### config.mk
export PLATFORM = sky130hd
export DESIGN_NAME = fan_ctrl_mc
export DESIGN_NICKNAME = d
export VERILOG_FILES = /design/src/rtl/fan_ctrl_pkg.sv /design/src/rtl/fan_tach_chan.sv /design/src/rtl/fan_ctrl_mc.sv
export SDC_FILE = /design/constraint.sdc
export NUM_CORES = 1
export LEC_CHECK = 0
export BUFFER_PORTS_ARGS = -buffer_cell sky130_fd_sc_hd__clkbuf_2
export CAP_MARGIN = 5
export CORE_MARGIN = 10
export CORE_UTILIZATION = 45
export DETAILED_ROUTE_END_ITERATION = 10
export GPL_ROUTABILITY_DRIVEN = 1
export PLACE_DENSITY = 0.74
export SKIP_CTS_REPAIR_TIMING = 1
export SLEW_MARGIN = 10
export SYNTH_ARGS = -nofsm -noshare
export SYNTH_HDL_FRONTEND = slang
export SYNTH_SLANG_ARGS = --single-unit
export TNS_END_PERCENT = 1
### constraint.sdc
create_clock -name clk0 -period 11.28 [get_ports clk0]
set_input_delay 2.256 -clock clk0 [delete_from_list [all_inputs] [get_ports clk0]]
set_output_delay 2.256 -clock clk0 [all_outputs]
set_load 0.02 [all_outputs]
### src/rtl/fan_ctrl_pkg.sv
// Shared widths and the temperature-to-duty curve for the multi-channel fan controller.
package fan_ctrl_pkg;

    localparam int DUTY_W = 8;
    localparam int TACH_W = 16;

    // Piecewise-linear curve: flat below t_lo, full above t_hi, linear ramp between.
    function automatic logic [15:0] fan_curve(
        input logic [7:0]  temp,
        input logic [15:0] duty_min,
        input logic [15:0] period,
        input logic [7:0]  t_lo,
        input logic [7:0]  t_hi,
        input logic [15:0] slope
    );
        logic [15:0] v;
        if (temp <= t_lo) begin
            v = duty_min;
        end else if (temp >= t_hi) begin
            v = period;
        end else begin
            v = duty_min + 16'(temp - t_lo) * slope;
            if (v > period) v = period;
        end
        return v;
    endfunction

endpackage

### src/rtl/fan_tach_chan.sv
// One fan's tach path: synchroniser, falling-edge counter, per-window latch and sticky stall flag.
module fan_tach_chan
    import fan_ctrl_pkg::*;
#(
    parameter int STALL_MIN = 2
) (
    input  logic              clk0,
    input  logic              rstn,
    input  logic              tach_in,
    input  logic              win_end,
    input  logic              chk_en,
    input  logic              fault_clr,
    output logic [TACH_W-1:0] tach_cnt,
    output logic              fan_fault
);

    logic [1:0]        r_sync;
    logic              r_last;
    logic [TACH_W-1:0] r_cnt;
    logic              w_edge;
    logic              w_stall;

    assign w_edge  = r_last & ~r_sync[1];
    assign w_stall = win_end & chk_en & (r_cnt < TACH_W'(STALL_MIN));

    always_ff @(posedge clk0 or negedge rstn) begin
        if (!rstn) begin
            r_sync    <= 2'b00;
            r_last    <= 1'b0;
            r_cnt     <= '0;
            tach_cnt  <= '0;
            fan_fault <= 1'b0;
        end else begin
            r_sync <= {r_sync[0], tach_in};
            r_last <= r_sync[1];
            // An edge landing on the window's last cycle belongs to the next window.
            if (win_end) begin
                tach_cnt <= r_cnt;
                r_cnt    <= w_edge ? TACH_W'(1) : '0;
            end else if (w_edge && (r_cnt != '1)) begin
                r_cnt <= r_cnt + TACH_W'(1);
            end
            if (w_stall)        fan_fault <= 1'b1;
            else if (fault_clr) fan_fault <= 1'b0;
        end
    end

endmodule

### src/rtl/fan_ctrl_mc.sv
// Multi-channel PWM fan controller: temperature curve, slew-limited duty, manual override, tach stall guard.
module fan_ctrl_mc
    import fan_ctrl_pkg::*;
#(
    parameter int NCH        = 3,
    parameter int PERIOD     = 222,
    parameter int DUTY_INIT  = 150,
    parameter int DUTY_MIN   = 60,
    parameter int T_LO       = 40,
    parameter int T_HI       = 80,
    parameter int SLOPE      = 4,
    parameter int SLEW       = 8,
    parameter int TACH_WIN   = 7812500,
    parameter int STALL_MIN  = 2,
    parameter int SPINUP_WIN = 2
) (
    input  logic                    clk0,
    input  logic                    rstn,
    input  logic                    temp_valid,
    input  logic [7:0]              temp_data,
    input  logic [NCH-1:0]          man_en,
    input  logic [NCH*DUTY_W-1:0]   man_duty,
    input  logic [NCH-1:0]          tach_in,
    input  logic                    fault_clr,
    output logic [NCH-1:0]          pwm_out,
    output logic [NCH*DUTY_W-1:0]   duty_cur,
    output logic [NCH*TACH_W-1:0]   tach_cnt,
    output logic                    tach_valid,
    output logic [NCH-1:0]          fan_fault
);

    localparam logic [15:0]       P16      = 16'(PERIOD);
    localparam logic [DUTY_W-1:0] P8       = DUTY_W'(PERIOD);
    localparam logic [15:0]       S16      = 16'(SLEW);
    localparam logic [15:0]       CNT_LAST = 16'(PERIOD - 1);
    localparam logic [31:0]       WIN_LAST = 32'(TACH_WIN - 1);
    localparam logic [7:0]        SPIN_N   = 8'(SPINUP_WIN);

    logic [7:0]  r_temp;
    logic [15:0] r_pwm_cnt;
    logic [31:0] r_win_cnt;
    logic [7:0]  r_spin_cnt;
    logic        r_tach_valid;
    logic [15:0] w_curve;
    logic        w_bound;
    logic        w_win_end;
    logic        w_chk_en;

    assign w_curve   = fan_curve(r_temp, 16'(DUTY_MIN), P16, 8'(T_LO), 8'(T_HI), 16'(SLOPE));
    assign w_bound   = (r_pwm_cnt == CNT_LAST);
    assign w_win_end = (r_win_cnt == WIN_LAST);
    assign w_chk_en  = (r_spin_cnt >= SPIN_N);
    assign tach_valid = r_tach_valid;

    always_ff @(posedge clk0 or negedge rstn) begin
        if (!rstn) begin
            r_temp       <= '0;
            r_pwm_cnt    <= '0;
            r_win_cnt    <= '0;
            r_spin_cnt   <= '0;
            r_tach_valid <= 1'b0;
        end else begin
            if (temp_valid) r_temp <= temp_data;
            r_pwm_cnt    <= w_bound ? '0 : r_pwm_cnt + 16'd1;
            r_win_cnt    <= w_win_end ? '0 : r_win_cnt + 32'd1;
            r_tach_valid <= w_win_end;
            // Spin-up counter saturates once the stall check is armed.
            if (w_win_end && !w_chk_en) r_spin_cnt <= r_spin_cnt + 8'd1;
        end
    end

    for (genvar g = 0; g < NCH; g++) begin : g_ch
        logic [DUTY_W-1:0] r_duty;
        logic              r_pwm;
        logic [DUTY_W-1:0] w_man;
        logic [15:0]       w_cur;
        logic [15:0]       w_tgt;
        logic [15:0]       w_nxt;

        assign w_man = man_duty[DUTY_W*g +: DUTY_W];

        always_comb begin
            w_cur = 16'(r_duty);
            if (fan_fault[g])   w_tgt = P16;
            else if (man_en[g]) w_tgt = (w_man > P8) ? P16 : 16'(w_man);
            else                w_tgt = w_curve;
            if (fan_fault[g])       w_nxt = P16;
            else if (w_tgt > w_cur) w_nxt = ((w_tgt - w_cur) > S16) ? w_cur + S16 : w_tgt;
            else                    w_nxt = ((w_cur - w_tgt) > S16) ? w_cur - S16 : w_tgt;
        end

        always_ff @(posedge clk0 or negedge rstn) begin
            if (!rstn) begin
                r_duty <= DUTY_W'(DUTY_INIT);
                r_pwm  <= 1'b0;
            end else begin
                if (w_bound) r_duty <= DUTY_W'(w_nxt);
                r_pwm <= (r_pwm_cnt < w_cur);
            end
        end

        assign duty_cur[DUTY_W*g +: DUTY_W] = r_duty;
        assign pwm_out[g]                   = r_pwm;

        fan_tach_chan #(
            .STALL_MIN (STALL_MIN)
        ) u_tach (
            .clk0      (clk0),
            .rstn      (rstn),
            .tach_in   (tach_in[g]),
            .win_end   (w_win_end),
            .chk_en    (w_chk_en),
            .fault_clr (fault_clr),
            .tach_cnt  (tach_cnt[TACH_W*g +: TACH_W]),
            .fan_fault (fan_fault[g])
        );
    end

endmodule
# Word-level counts from Yosys, hierarchy flattened
# Cells that the tools add are included.
dict set report word_totals {
  word_cells 133
  reg_bits 200
  in_bits 42
  out_inout_bits 79
}
dict set report op_classes {
  addsub 20
  magnitude_cmp 22
  n_bitwise 10
  reduce_logical 11
  muxes 39
  eq_ne 5
}
# operator n
set op_table {}
lappend op_table {{2-to-1 mux 16 bit} 16}
lappend op_table {{2-to-1 mux 8 bit} 15}
lappend op_table {{> comparator 16 x 4 -> 1 bit (second input constant)} 6}
lappend op_table {{adder 16 x 1 -> 16 bit (second input constant)} 4}
lappend op_table {{> comparator 16 x 8 -> 1 bit} 3}
lappend op_table {{< comparator 16 x 2 -> 1 bit (second input constant)} 3}
lappend op_table {{< comparator 16 x 8 -> 1 bit} 3}
lappend op_table {{inequality test 16 bit (second input constant)} 3}
lappend op_table {{subtractor 16 x 8 -> 16 bit} 3}
lappend op_table {{subtractor 8 x 16 -> 16 bit} 3}
lappend op_table {{adder 32 x 1 -> 32 bit (second input constant)} 1}
lappend op_table {{equality test 32 x 23 -> 1 bit (second input constant)} 1}
lappend op_table {{2-to-1 mux 32 bit} 1}
lappend op_table {{adder 8 x 4 -> 8 bit (second input constant)} 3}
lappend op_table {{> comparator 8 bit (second input constant)} 3}
lappend op_table {{subtractor 8 x 4 -> 8 bit (second input constant)} 3}
lappend op_table {{equality test 16 x 8 -> 1 bit (second input constant)} 1}
lappend op_table {{> comparator 16 x 8 -> 1 bit (second input constant)} 1}
lappend op_table {{adder 7 x 11 -> 12 bit (first input constant)} 1}
lappend op_table {{nonzero test 2 bit} 6}
lappend op_table {{subtractor 8 x 6 -> 9 bit (second input constant)} 1}
lappend op_table {{adder 8 x 1 -> 8 bit (second input constant)} 1}
lappend op_table {{greater-or-equal comparator 8 x 2 -> 1 bit (second input constant)} 1}
lappend op_table {{greater-or-equal comparator 8 x 7 -> 1 bit (second input constant)} 1}
lappend op_table {{other kinds (6)} 23}

# Longest topological paths before layout
# Gate-level depths: netlist (run 1).
dict set report depth {
  depth_word 13
  depth_mapped 24
  ltp_nobuf 23
}

# By module
# Synthesis (run 1) repeated with hierarchy kept, for this count alone.
dict set report hier_totals {
  hier_cells 1358
  hier_area_um2 12978.7
}
# module area_per_inst_um2 instances cells_each
set by_module_without_submodules {}
lappend by_module_without_submodules {fan_ctrl_mc 8072.7 1 947}
lappend by_module_without_submodules {fan_tach_chan 1635.3 3 137}

# Worst setup path after synthesis (run 1)
# Ideal clock, no wire load.
dict set report synth_path {
  kind {input to register}
  from {input man_en[1]}
  to {register g_ch[1].r_duty[4]}
  path_buffers 2
  required_time_ps 11199
  setup_time_ps 81
  stages 16
  path_slack_ps 5743
  t_arrival_ps 5457
  cell_sequence {buf_2 buf_1 a21oi_1 nor2_1 inv_1 ha_1 nor2b_1 o21ai_0 a21oi_1 o21ai_0 a21oi_1 or4_1 a211oi_1 nor2_1 or3_1 a32oi_1}
}
dict set report synth_between {
  elab_chain_cells 7
  elab_cells_between_ends 11
  cone_classes {add/sub (2); order compare (3); mux (6)}
}
# item line
set synth_rtl {}
lappend synth_rtl {{start, declared} fan_ctrl_mc.sv:21} ;# input logic [NCH-1:0] man_en,
lappend synth_rtl {{2-to-1 mux 16 bit *} fan_ctrl_mc.sv:85} ;# else if (man_en[g]) w_tgt = (w_man > P8) ? P16 : 16'(w_man);
lappend synth_rtl {{2-to-1 mux 16 bit *} fan_ctrl_mc.sv:84} ;# if (fan_fault[g]) w_tgt = P16;
lappend synth_rtl {{subtractor 8 x 16 -> 16 bit or subtractor 16 x 8 -> 16 bit (tied branches)} {fan_ctrl_mc.sv:89, fan_ctrl_mc.sv:88}}
lappend synth_rtl {{> comparator 16 x 4 -> 1 bit (on tied branches)} {fan_ctrl_mc.sv:89, fan_ctrl_mc.sv:88}}
lappend synth_rtl {{2-to-1 mux 8 bit (on tied branches)} {fan_ctrl_mc.sv:89, fan_ctrl_mc.sv:88}}
lappend synth_rtl {{2-to-1 mux 8 bit *} fan_ctrl_mc.sv:88} ;# else if (w_tgt > w_cur) w_nxt = ((w_tgt - w_cur) > S16) ? w_cur + S16 : w_tgt;
lappend synth_rtl {{2-to-1 mux 8 bit *} fan_ctrl_mc.sv:87} ;# if (fan_fault[g]) w_nxt = P16;
lappend synth_rtl {{end signal, assigned} fan_ctrl_mc.sv:94} ;# r_duty <= DUTY_W'(DUTY_INIT);
lappend synth_rtl {{end signal, assigned} fan_ctrl_mc.sv:97} ;# if (w_bound) r_duty <= DUTY_W'(w_nxt);
lappend synth_rtl {{end, declared} fan_ctrl_mc.sv:73} ;# logic [DUTY_W-1:0] r_duty;
# Mark *: on every way between the ends. The rest lies on a longest branch, timed or not.
# A chain may end at the register's enable or synchronous reset.

# Worst setup path after layout (run 1)
dict set report layout_path {
  from {register r_temp[3]}
  to {register g_ch[0].r_duty[5]}
}
dict set report layout_between {
  elab_chain_cells 13
  elab_cells_between_ends 19
  cone_classes {add/sub (4); order compare (6); mux (9)}
}
# item line
set layout_rtl {}
lappend layout_rtl {{start, declared} fan_ctrl_mc.sv:39} ;# logic [7:0] r_temp;
lappend layout_rtl {{start signal, assigned} fan_ctrl_mc.sv:63} ;# if (temp_valid) r_temp <= temp_data;
lappend layout_rtl {{subtractor 8 x 6 -> 9 bit} fan_ctrl_pkg.sv:22} ;# v = duty_min + 16'(temp - t_lo) * slope;
lappend layout_rtl {{adder 7 x 11 -> 12 bit} fan_ctrl_pkg.sv:22}
lappend layout_rtl {{> comparator 16 x 8 -> 1 bit} fan_ctrl_pkg.sv:23} ;# if (v > period) v = period;
lappend layout_rtl {{2-to-1 mux 16 bit} fan_ctrl_pkg.sv:23}
lappend layout_rtl {{2-to-1 mux 16 bit} fan_ctrl_pkg.sv:19} ;# end else if (temp >= t_hi) begin
lappend layout_rtl {{2-to-1 mux 16 bit *} fan_ctrl_pkg.sv:17} ;# if (temp <= t_lo) begin
lappend layout_rtl {{2-to-1 mux 16 bit *} fan_ctrl_mc.sv:85}
lappend layout_rtl {{2-to-1 mux 16 bit *} fan_ctrl_mc.sv:84}
lappend layout_rtl {{subtractor 8 x 16 -> 16 bit or subtractor 16 x 8 -> 16 bit (tied branches)} {fan_ctrl_mc.sv:89, fan_ctrl_mc.sv:88}}
lappend layout_rtl {{> comparator 16 x 4 -> 1 bit (on tied branches)} {fan_ctrl_mc.sv:89, fan_ctrl_mc.sv:88}}
lappend layout_rtl {{2-to-1 mux 8 bit (on tied branches)} {fan_ctrl_mc.sv:89, fan_ctrl_mc.sv:88}}
lappend layout_rtl {{2-to-1 mux 8 bit *} fan_ctrl_mc.sv:88}
lappend layout_rtl {{2-to-1 mux 8 bit *} fan_ctrl_mc.sv:87}
lappend layout_rtl {{end signal, assigned} fan_ctrl_mc.sv:94}
lappend layout_rtl {{end signal, assigned} fan_ctrl_mc.sv:97}
lappend layout_rtl {{end, declared} fan_ctrl_mc.sv:73}
# Marked as above.

==> impl_metrics.yaml, run 1 <==
min_path:
  hold_depth: 0
  hp-class: "flip-flop to flip-flop"
  hold_end: "g_ch[2].u_tach.r_sync[1]"
  min-delay-start: "g_ch[2].u_tach.r_sync[0]"
cts:
  insertion_delay_ns: 0.43
  clk_pin_slew_ns: 0.08
  cts_buffers: 17
  clock-sinks: 200
  cts-root-buf: "clkbuf_16"
  cts-htree-levels: 4
  cts_buffer_depth: 2
  cts_tree: "done"
setup_path:
  slowest_delay_ns: 0.87
  critPathTopFamily: "compound AO/OA/AOI/OAI gates"
  regToRegStartpoint: "r_temp[3]"
  crit_chain: "inv_1 > ha_1 > xor2_1 > and3_1 > o211a_2 > nor4_1 > nor2_1 > o22ai_1 > nand2_1 > ha_1 > nor2b_1 > o21a_1 > o21ai_0 > o31ai_1 > a2111oi_0 > mux2i_1 > a32oi_1 > and3_4 > mux2_2 > a2111oi_0 > a211o_1"
  cp_data_arrival_time_ns: 6.70
  slowest_stage: "nor4_1"
  critPathBufInv: 1
  end_kind: "flip-flop"
  worst_setup_path_start_kind: "flip-flop"
  r2r_setup_slack_ns: 4.90
  worstSetupPathType: "flip-flop to flip-flop"
  crit_fanout: 11
  rr_worst_depth: 21
  r2r-end: "g_ch[0].r_duty[5]"
  crit_required_ns: 11.59
routing:
  vias: 11100
  firstDrtPassIters: 5
  wl_per_cell_microns: 17.5
  routed_via_density: 5.69
  drt-total-wl_microns: 34000
  route.detailed.drc: 0
  postRouteAntennaNets: 0
  drt_iter0_drc: 900
power_and_ir_drop:
  power_leakage_nw: 6.79
  p_comb_share_pct: 17.6
  p_clk_share_pct: 37.6
  ir_worst_vdd_mv: 0.0948
  p_seq_share_pct: 44.8
  switchingPower_uw: 552
  powerDensity_mw_per_mm2: 124
  p_total_mw: 1.76
  p_sw_share_pct: 31.3
  power.internal_mw: 1.21
global_routing:
  grt_max_degree: 105
  antenna_found_initial: 0
  grt_pass1_wl_microns: 56500
  grt-ovfl-total: 0
  grtUsageTotal_pct: 19.0
  grt_pass1_vias: 10900
logic_synthesis:
  syn_nets: 1605
  synth_top_area_cell: "dfrtp_1"
  netlist_instances: 1480
  synth.distinct_cells: 94
  syn_area_per_cell_sq_um: 8.65
  synth_seq_cells: 200
  yosysMostFrequentCell: "nand2_1"
  synth_area_leaders: "dfrtp_1, ha_1, nand2_1"
  synth_area_sq_mm: 0.0128
  ys_seq_area_share_pct: 39.2
  synth_edf_count: 0
  synth_flop_cell: "dfrtp_1"
  ys_top_cells_by_count: "nand2_1, dfrtp_1, nor2_1, inv_1, ha_1"
  synth_top_area_share_pct: 36.8
  async_flop_share_pct: 100
  yosysWarnings: 0
timing:
  fmaxAchievable_mhz: 157
  worst_pin_slew_ns: 1.06
  hold-worst-slack_ns: 0.357
  fin_crit_sh_pct: 56.6
  maxSlewHeadroom_pct: 29.0
  min_period_ns: 6.38
  finalHoldViolations: 0
  slew_violations: 0
  fin_ws_ns: 4.90
  rsz0062_at_grt: "no"
  tns_ns: 0
  skew_ns: 0.0128
  setup_violations: 0
final_layout:
  diodes: 0
  area_growth_pct: 11.3
  fillCellCount: 2660
  fin_area_sq_mm: 0.0142
  drive_gt1_share_pct: 13.1
  fin_nets: 1682
  multiInputGateArea_sq_mm: 0.00713
  seq_area_sq_mm: 0.00502
floorplan:
  io_pins: 121
  core-area_sq_mm: 0.0279
  die-area_sq_mm: 0.0356
  fp-row-count: 61
  die_y_microns: 189
  die_width_microns: 189
  start_util_pct: 45.8
place:
  dpl_cell_area_sq_mm: 0.0136
  hpwl_microns: 25200
  dpl_worst_slack_ns: 4.85
  gp_congestion: 0.950
  portBuffers: 120
status:
  status: "complete, no violations"
job:
  drv_cap: 0
worst max path at each step:
stage               depth (start not counted)           endpoint    startpoint  slack, ns
global placement                           17  g_ch[2].r_duty[5]  man_duty[18]       4.88
floorplan                                  16  g_ch[1].r_duty[4]     man_en[1]       5.74
global route                               22  g_ch[1].r_duty[4]     r_temp[3]       4.43
finish                                     21  g_ch[0].r_duty[5]     r_temp[3]       4.90
detailed placement                         19  g_ch[2].r_duty[5]  man_duty[18]       4.85
CTS                                        21  g_ch[0].r_duty[5]     r_temp[3]       5.09
kinds of logic (layout without fill, tap and decap cells):
kind of cell	after synthesis	in the layout	synth area share, %
AOI/OAI and AO/OA	280	280	15.3
xor gates and xnor gates	102	102	7.04
adders and majority gates	83	83	8.29
buffers and inverters	157	247	5.16
DFF	200	200	39.2
muxes	16	16	1.31
and+or+nand+nor	642	642	23.7
power groups by stage:
stage               Clock, mW  Combinational, mW  Sequential (mW)
finish                  0.662              0.310            0.789
global placement            0              0.301            0.801
CTS                     0.674              0.308            0.788
global route            0.706              0.348            0.796
floorplan                   0              0.235            0.783
detailed placement          0              0.307            0.802
state kept, by name, summed over array words and instances, names as in the netlist:
name,cells
g_ch.r_duty,24
g_ch.u_tach.r_cnt,48
r_temp,8
r_spin_cnt,8
g_ch.u_tach.r_sync,6
g_ch.r_pwm,3
g_ch.u_tach.fan_fault,3
r_pwm_cnt,16
g_ch.u_tach.r_last,3
r_win_cnt,32
g_ch.u_tach.tach_cnt,48
tach_valid,1
metrics by stage:
step           cells  utilization [%]
3_5_place_dp    1916             48.7
6_report        1948             51.0
3_3_place_gp    1916             48.7
2_1_floorplan   1480                -
5_1_grt         1948             51.0
4_1_cts         1948             51.0
layout make-up:
cell class                 instances  area share, %
multi-input combinational       1123           50.1
sequential                       200           35.2
timing repair buffer             124           4.49
tap                              378           3.32
clock buffer                      18           3.08
inverter                          91           2.40
clock inverter                    14           1.41
metal layers:
layer  up-vias  GRT usage (%)  share of wire (%)
met5         -              0                  0
met1      5370           24.3                 43
met2       366           32.1                 49
met4         0           4.91                1.7
li1       5311              -                  -
met3        39           3.60                5.9
cell usage in the layout (no fill, tap or decap), drive strengths merged, types with 8 or more instances in the layout:
master  count
o211ai     11
dfrtp     188
o21ai      72
xnor2      50
nand4      25
a21oi      52
mux2i      10
nor3       27
nand3      61
nor2b      20
a31oi      10
o22ai      13
nor4       28
a211oi      9
or3        17
nor2      130
nand3b     10
nand2     255
dfstp      12
inv        95
o21a       11
and3       27
ha         80
clkbuf    138
o31ai       8
a21o       11
xor2       52
Power figures use the tool's default switching activity.
==> run 2, diff against run 1 <==
==> constraint.sdc (replaced) <==
create_clock -name clk0 -period 6.44 [get_ports clk0]
set_input_delay 1.288 -clock clk0 [delete_from_list [all_inputs] [get_ports clk0]]
set_output_delay 1.288 -clock clk0 [all_outputs]
set_load 0.02 [all_outputs]
==> run 2 against run 1 <==
  * Register-to-register slack lost 4.3 ns
  * Non-clock buffer count grew 2
  * Maximum frequency up 8.5%
  * Via count shrank 0.73%
  * Core utilization unchanged
  * Die area unchanged
  * Critical path depth grew 1
  * Routed wire length down 1.7%
  * Global-route usage down 0.48 points
  * Sequential share of layout area did not move
  * Clock power up 71%
==> impl_metrics.yaml, run 2 (same netlist as run 1, synthesis figures left out) <==
power_and_ir_drop:
  ir_worst_vdd_mv: 0.165
  p_comb_share_pct: 17.9
  p_seq_share_pct: 45.3
  power_leakage_nw: 6.79
  p_clk_share_pct: 36.8
  p_sw_share_pct: 32.6
  power.internal_mw: 2.06
  powerDensity_mw_per_mm2: 215
  switchingPower_uw: 998
global_routing:
  grt_pass1_wl_microns: 55100
  grt_pass1_vias: 10800
  grt_max_degree: 106
  grtUsageTotal_pct: 18.5
  antenna_found_initial: 0
  use_met1_pct: 23.8
  grt-busiest-layer: "met2"
  met3_usage_pct: 3.32
  gr-usage-met2_pct: 30.9
  grt-ovfl-total: 0
routing:
  drt-total-wl_microns: 33500
  routed_via_density: 5.64
  postRouteAntennaNets: 0
  route.detailed.drc: 0
  drt_iter0_drc: 924
  wl_per_cell_microns: 17.2
  firstDrtPassIters: 5
  vias: 11000
cts:
  cts-root-buf: "clkbuf_16"
  clk_pin_slew_ns: 0.08
  insertion_delay_ns: 0.44
  cts-htree-levels: 4
  cts_buffer_depth: 2
  cts_buffers: 17
  cts_tree: "done"
  clock-sinks: 200
floorplan:
  core-area_sq_mm: 0.0279
  start_util_pct: 45.8
  die_y_microns: 189
  die_width_microns: 189
  fp-row-count: 61
  die-area_sq_mm: 0.0356
  io_pins: 121
final_layout:
  largestRegisters: "g_ch.u_tach.r_cnt: 48 flops, g_ch.u_tach.tach_cnt: 48 flops, r_win_cnt: 32 flops"
  utilization_pct: 51.0
  drive_gt1_share_pct: 13.2
  final_common_cell: "nand2_1"
  layoutNonFillerInstCount: 1950
  diodes: 0
  area_growth_pct: 11.3
  fin_area_sq_mm: 0.0142
  mostFrequentLayoutCells: "nand2_1, dfrtp_1, nor2_1"
  fin_nets: 1684
timing:
  tns_ns: 0
  fin_ws_ns: 0.559
  fin_crit_sh_pct: 91.3
  rsz0062_at_grt: "no"
  maxSlewHeadroom_pct: 28.8
  skew_ns: 0.0132
  setup_violations: 0
  worst_pin_slew_ns: 1.07
  min_period_ns: 5.88
  finalHoldViolations: 0
  slew_violations: 0
  fmaxAchievable_mhz: 170
place:
  dpl_worst_slack_ns: 0.709
  dpl_cell_area_sq_mm: 0.0136
  place_inst: 1918
  hpwl_microns: 24900
  portBuffers: 120
  gp_congestion: 0.972
setup_path:
  end_kind: "flip-flop"
  worst_setup_path_start_kind: "flip-flop"
  worstSetupPathType: "flip-flop to flip-flop"
  cp_data_arrival_time_ns: 6.19
  crit_fanout: 11
  crit_required_ns: 6.75
min_path:
  hp-class: "flip-flop to flip-flop"
job:
  drv_cap: 0
status:
  status: "complete, no violations"
## run 2: worst paths after layout
kind,start,end,slack [ns],depth (start not counted)
max,r_temp[3],g_ch[0].r_duty[5],0.56,22
min,g_ch[1].u_tach.r_sync[0],g_ch[1].u_tach.r_sync[1],0.35,0
max reg2reg,r_temp[3],g_ch[0].r_duty[5],0.56,22
min reg2reg,g_ch[1].u_tach.r_sync[0],g_ch[1].u_tach.r_sync[1],0.35,0
max in group asynchronous,rstn,g_ch[1].u_tach.tach_cnt[8],4.14,2
min in group asynchronous,rstn,r_temp[3],0.91,1
## run 2: final cells by class
type	instances	area (sq um)
fillers	2689	13700
well taps	378	473
flip-flops and latches	200	5020
multi-input cells	1123	7130
repair buffers	126	654
inverters	91	342
clock buffers	18	439
clock inverters	14	185
## run 2: worst max-delay path: stages (launching register included)
cell and delay (ns):
dfrtp_1 0.53, inv_1 0.13, ha_1 0.39, xor2_1 0.16, and3_1 0.20, o211a_2 0.30
nor4_1 0.29, buf_4 0.19, nor2_1 0.11, o22ai_1 0.24, nand2_1 0.18, ha_1 0.36
nor2b_1 0.16, o21a_1 0.19, o21ai_0 0.30, o31ai_1 0.21, a2111oi_0 0.47, mux2i_1 0.14
a32oi_1 0.28, and3_4 0.24, mux2_2 0.24, a2111oi_0 0.13, a211o_1 0.30
## run 2: metrics by stage
step | power, mW | hold WS, ns
floorplan | 1.78 | 0.331
global placement | 1.93 | 0.333
detailed placement | 1.95 | 0.336
CTS | 3.07 | 0.356
global route | 3.21 | 0.368
finish | 3.06 | 0.353
## run 2: power by group through the flow
stage	sequential [mW]	clock (mW)	combinational [mW]
2_1_floorplan	1.37	0	0.412
6_report	1.39	1.13	0.546
3_3_place_gp	1.41	0	0.526
5_1_grt	1.40	1.20	0.608
4_1_cts	1.38	1.15	0.542
3_5_place_dp	1.41	0	0.539
## run 2: layer usage
layer	vias to the layer above	wire, microns
met5	-	0
met4	0	734
met3	46	1890
met2	324	15800
met1	5305	15000
li1	5330	-
